File: config.mk
export PLATFORM = sky130hd
export DESIGN_NAME = div_ctrl
export DESIGN_NICKNAME = d
export VERILOG_FILES = /design/src/rtl/div_ctrl.sv
export SDC_FILE = /design/constraint.sdc
export NUM_CORES = 1
export LEC_CHECK = 0
export ABC_AREA = 0
export BUFFER_PORTS_ARGS = -buffer_cell sky130_fd_sc_hd__buf_4
export CORE_AREA = 2 2 146 148
export CTS_CLUSTER_DIAMETER = 100
export DETAILED_ROUTE_END_ITERATION = 6
export DIE_AREA = 0 0 148 150
export PLACE_DENSITY_LB_ADDON = 0.2
export SYNTH_ARGS = -nofsm -noshare
export SYNTH_HDL_FRONTEND = slang
export SYNTH_SLANG_ARGS = --single-unit
File: constraint.sdc
create_clock -name clk -period 2.5 [get_ports clk]
set_input_delay 0.25 -clock clk [delete_from_list [all_inputs] [get_ports clk]]
set_output_delay 0.25 -clock clk [all_outputs]
set_load 0.1 [all_outputs]
File: src/rtl/div_ctrl.sv
// Execute-stage front end for the iterative divider: latches operands, drives start/cancel, picks quotient/remainder.
// Latency: zero-divisor and cache-hit results one cycle after accept; divider runs one cycle after div_done_i.
// Backpressure: stall_o holds EX while a request is outstanding; flush drops it and drains the divider.
module div_ctrl #(
  parameter bit CACHE_EN     = 1'b1,
  parameter int DRAIN_CYCLES = 2
) (
  input  logic        clk,
  input  logic        rst,
  input  logic        flush_i,
  input  logic        div_valid_i,
  input  logic [1:0]  div_op_i,
  input  logic [31:0] reg1_i,
  input  logic [31:0] reg2_i,
  output logic        stall_o,
  output logic        res_valid_o,
  output logic [31:0] res_o,
  output logic        div_start_o,
  output logic        div_cancel_o,
  output logic        div_signed_o,
  output logic [31:0] div_reg1_o,
  output logic [31:0] div_reg2_o,
  input  logic [63:0] div_result_i,
  input  logic        div_done_i
);

  typedef enum logic [1:0] {IDLE, BUSY, RESP, DRAIN} state_t;

  localparam int CW = (DRAIN_CYCLES > 1) ? $clog2(DRAIN_CYCLES) : 1;
  localparam logic [CW-1:0] DRAIN_LAST = CW'(DRAIN_CYCLES - 1);

  state_t        state_q, state_d;
  logic [CW-1:0] drain_cnt_q, drain_cnt_d;

  // Request registers: op is kept as its two meaningful bits (remainder select, signedness).
  logic          mod_q;
  logic          signed_q;
  logic [31:0]   reg1_q;
  logic [31:0]   reg2_q;
  logic [31:0]   res_q, res_d;

  logic          cache_vld_q;
  logic [31:0]   cache_a_q;
  logic [31:0]   cache_b_q;
  logic          cache_s_q;
  logic [63:0]   cache_res_q;

  logic          accept;
  logic          cache_wr;
  logic          req_signed;
  logic          cache_hit;
  logic [31:0]   cache_sel;
  logic [31:0]   div_sel;

  assign req_signed = ~div_op_i[1];
  assign cache_hit  = CACHE_EN && cache_vld_q && (cache_a_q == reg1_i) &&
                      (cache_b_q == reg2_i) && (cache_s_q == req_signed);
  assign cache_sel  = div_op_i[0] ? cache_res_q[63:32] : cache_res_q[31:0];
  assign div_sel    = mod_q ? div_result_i[63:32] : div_result_i[31:0];

  always_comb begin
    state_d     = state_q;
    drain_cnt_d = drain_cnt_q;
    res_d       = res_q;
    accept      = 1'b0;
    cache_wr    = 1'b0;
    case (state_q)
      IDLE: begin
        if (div_valid_i && !flush_i) begin
          accept = 1'b1;
          if (reg2_i == 32'd0) begin
            res_d   = 32'd0;
            state_d = RESP;
          end else if (cache_hit) begin
            res_d   = cache_sel;
            state_d = RESP;
          end else begin
            state_d = BUSY;
          end
        end
      end
      BUSY: begin
        // A flush wins even over a same-cycle done: the result never reaches the cache.
        if (flush_i) begin
          drain_cnt_d = '0;
          state_d     = DRAIN;
        end else if (div_done_i) begin
          res_d    = div_sel;
          cache_wr = 1'b1;
          state_d  = RESP;
        end
      end
      RESP: begin
        state_d = IDLE;
      end
      DRAIN: begin
        if (drain_cnt_q == DRAIN_LAST) begin
          state_d = IDLE;
        end else begin
          drain_cnt_d = drain_cnt_q + CW'(1);
        end
      end
      default: state_d = IDLE;
    endcase
  end

  always_ff @(posedge clk) begin
    if (rst) begin
      state_q     <= IDLE;
      drain_cnt_q <= '0;
      mod_q       <= 1'b0;
      signed_q    <= 1'b0;
      reg1_q      <= '0;
      reg2_q      <= '0;
      res_q       <= '0;
      cache_vld_q <= 1'b0;
      cache_a_q   <= '0;
      cache_b_q   <= '0;
      cache_s_q   <= 1'b0;
      cache_res_q <= '0;
    end else begin
      state_q     <= state_d;
      drain_cnt_q <= drain_cnt_d;
      res_q       <= res_d;
      if (accept) begin
        mod_q    <= div_op_i[0];
        signed_q <= req_signed;
        reg1_q   <= reg1_i;
        reg2_q   <= reg2_i;
      end
      if (cache_wr) begin
        cache_vld_q <= 1'b1;
        cache_a_q   <= reg1_q;
        cache_b_q   <= reg2_q;
        cache_s_q   <= signed_q;
        cache_res_q <= div_result_i;
      end
    end
  end

  assign res_valid_o  = (state_q == RESP) && !flush_i;
  assign res_o        = res_valid_o ? res_q : 32'd0;
  assign stall_o      = div_valid_i && !res_valid_o && !flush_i;
  assign div_start_o  = (state_q == BUSY);
  assign div_cancel_o = (state_q == DRAIN);
  assign div_signed_o = signed_q;
  assign div_reg1_o   = reg1_q;
  assign div_reg2_o   = reg2_q;

endmodule

==> results_dict.tcl <==
set metrics [dict create \
    status "complete, no violations" \
    post-synth-top-area-fraction_pct 45.47 \
    clock_tree.buffer_depth 3 \
    placed_area_um2 12280 \
    antenna_cells 0 \
    timing.final.crit_period_ns 2.376 \
    hp-class "input port to flip-flop" \
    critPathTopFamily "simple AND/OR/NAND/NOR gates" \
    wl_met3_um 2433 \
    routed_wl_um 32190 \
    finalClockSkew_ns 0.01302 \
    fillCellCount 1701 \
    timing.final.crit_share_pct 95.05 \
    post-dp-hpwl_um 19820 \
    static-leakage-power_nw 5.489 \
    non_filler_cell_area_final_um2 14140 \
    ctsHtreeMaxLevel 1 \
    grt_usage_pct 27.75 \
    drt_first_pass_iters 7 \
    critical_path.reg2reg.endpoint "res_q[21]" \
    post_synth_instance_area_um2 10170 \
    crit_required_ns 2.88 \
    final_util_pct 68.32 \
    m1WireLength_um 13130 \
    yosys_register_bits 231 \
    ys_types 43 \
    clock.fmax_mhz 420.8 \
    cp_slowest_stage_delay_ns 0.55 \
    finalSetupViolations 0 \
    rows 53 \
    drive_gt1_share_pct 20.55 \
    crit_start "reg1_i[30]" \
    synth_async_sr_flop_share_pct 0 \
    ys_seq_area_share_pct 45.47 \
    wl_met2_um 15630 \
    area_delta_synth_final_pct 38.98 \
    sequential_cell_area_um2 4627 \
    fp.dieH_um 150 \
    die_x_um 148 \
    synth.avg_cell_area_um2 7.891 \
    via_density_per_instance 5.424 \
    cts.sink_count 231 \
    drtAntennaViolNets 0 \
    starting_density_of_the_core_pct 49.16 \
    post_synth_inst_count 1289 \
    grt_max_degree 131 \
    tightestPinTransition_ns 0.7062 \
    max_slew_margin_pct 52.92 \
    timing.setup.critical_path_class "input port to flip-flop" \
    worst_setup_path_start_kind "input port" \
    totalPowerFinal_mw 9.063 \
    drc 0 \
    layout_setup_ws_ns 0.1237 \
    cts_root_buf "clkbuf_16" \
    routed_wire_length_per_instance_um 17.21 \
    max_cap_violations 0 \
    antenna_violations_before_repair 0 \
    clock_latency_ns 0.52 \
    finalHoldViolations 0 \
    clk_slew_on_worst_s_h_paths_ns 0.06 \
    timing.critical_path.fanout_max 32 \
    gp_congestion 0.8463 \
    drt_first_iter_violations 675 \
    top_level_ports 236 \
    most_area_consuming_cells_after_synthesis "dfxtp_1, nand2_1, a21oi_1" \
    fin_setup_tns_ns 0 \
    layout.nets 1713 \
    crit_path_cell_trace "dlygate4sd3_1 > buf_4 > xor2_1 > nor4_1 > nand4_1 > or3_1 > nor3_4 > buf_12 > o41ai_1" \
    layout.cells.most_common "nand2_1" \
    setup.reg_to_reg.worst_slack_ns 0.17 \
    yosys.area.top_type "dfxtp_1" \
    cp-end-kind "flip-flop" \
    cts_buffers 25 \
    cp_slowest_cell "dlygate4sd3_1" \
    vias_in_the_first_global_route 9758 \
    overflow 0 \
    critPathBufInv 3 \
    die_outline_area_um2 22200 \
    highest_layer "met4" \
    synth_fp_nets 1424 \
    tritoncts "done" \
    yosysWarningCount 0 \
    via_count 10148 \
    power_density_of_the_placed_cells_nw_per_um2 641.1 \
    port_buffers 235 \
    maxSlewViolCount 0 \
    timing.critical_path.depth 9 \
    unrepaired_setup_endpoints_after_global_routing "no" \
    timing.rr.start "cache_b_q[24]" \
    synth_enable_flop_cells 0 \
    place_ws_ns 0.1095 \
    critical_path.endpoint "res_q[21]" \
    hold_depth 3 \
    multi_input_area_um2 5045 \
    postSynth.topFlopCell "dfxtp_1" \
    reg2reg_depth 7 \
    ir_drop_uv 604.5 \
    critical_path_arrival_ns 2.75 \
    global_route_wire_length_before_repair_um 50090 \
    core_footprint_um2 20690 \
    top_library_cells_by_usage_in_the_layout_fill_and_taps_aside "nand2_1, buf_4, dfxtp_1, a21oi_1, dlygate4sd3_1" \
]
[repair_timing]
action,CTS,global route
setup buffers,0,0
gates resized for setup,0,2
hold endpoints to repair,101,0
endpoints found under the setup margin,0,55
hold buffers,101,0
[state kept, by name, summed over array words and instances (netlist names), 2 cells and up]
register,cells
cache_res_q,64
cache_a_q,32
cache_b_q,32
div_reg1_o,32
div_reg2_o,32
res_q,32
state_q,2
[cell type report]
cell class / count / area share [%]
Clock inverter: 11 / 0.7789
Clock buffer: 34 / 5.160
Multi-Input combinational cell: 914 / 35.69
Inverter: 43 / 1.142
Sequential cell: 231 / 32.73
Tap cell: 275 / 2.434
Timing Repair Buffer: 363 / 22.07
[kinds of logic after synthesis]
group           share of synthesized area, %
compound gates                         15.86
xor+xnor                               4.564
buf+inv                                5.609
flops                                  45.47
mux                                    6.298
simple gates                           22.20
[layer usage]
metal,vias to the layer above,track usage (%)
met4,0,9.810
met2,411,47.82
met1,4738,34.72
li1,4938,-
met3,61,5.396
met5,-,0
[worst min path at each step]
stage,startpoint,slack [ns],to
6_report,div_result_i[27],0.006,cache_res_q[27]
5_1_grt,div_result_i[27],0.003,cache_res_q[27]
4_1_cts,div_result_i[19],0.002,cache_res_q[19]
3_5_place_dp,cache_res_q[38],0.45,cache_res_q[38]
3_3_place_gp,cache_res_q[46],0.44,cache_res_q[46]
2_1_floorplan,div_op_i[1],0.35,div_signed_o
[synthesized netlist by cell type (all sizes together) (3+ instances only)]
cell type	instances
dfxtp	231
o41ai	32
o31ai	3
inv	43
clkbuf	89
nand2b	9
xnor2	5
xor2	48
nand2	397
nand4	38
a21oi	198
and2	32
o22ai	33
nor4	21
buf	12
nor2	7
mux2i	64
nor2b	5
[where the power goes]
part | switching, mW | internal (mW)
clock | 1.51 | 2.24
sequential | 0.0689 | 3.77
combinational | 0.965 | 0.510
[metrics by stage]
stage	cells	hold WS, ns
6_report	1871	0.005923
5_1_grt	1871	0.002624
4_1_cts	1871	0.001555
3_5_place_dp	1725	0.4465
3_3_place_gp	1725	0.4418
2_1_floorplan	1289	0.3463
[worst reg2reg max path: stages (launching register included)]
cell and delay, ns:
dfxtp_1 0.32, xor2_1 0.17, nor4_1 0.50, nand4_1 0.22
or3_1 0.42, nor3_4 0.23, buf_12 0.22, o41ai_1 0.11
Note: power is estimated with default switching activity, not from simulation.
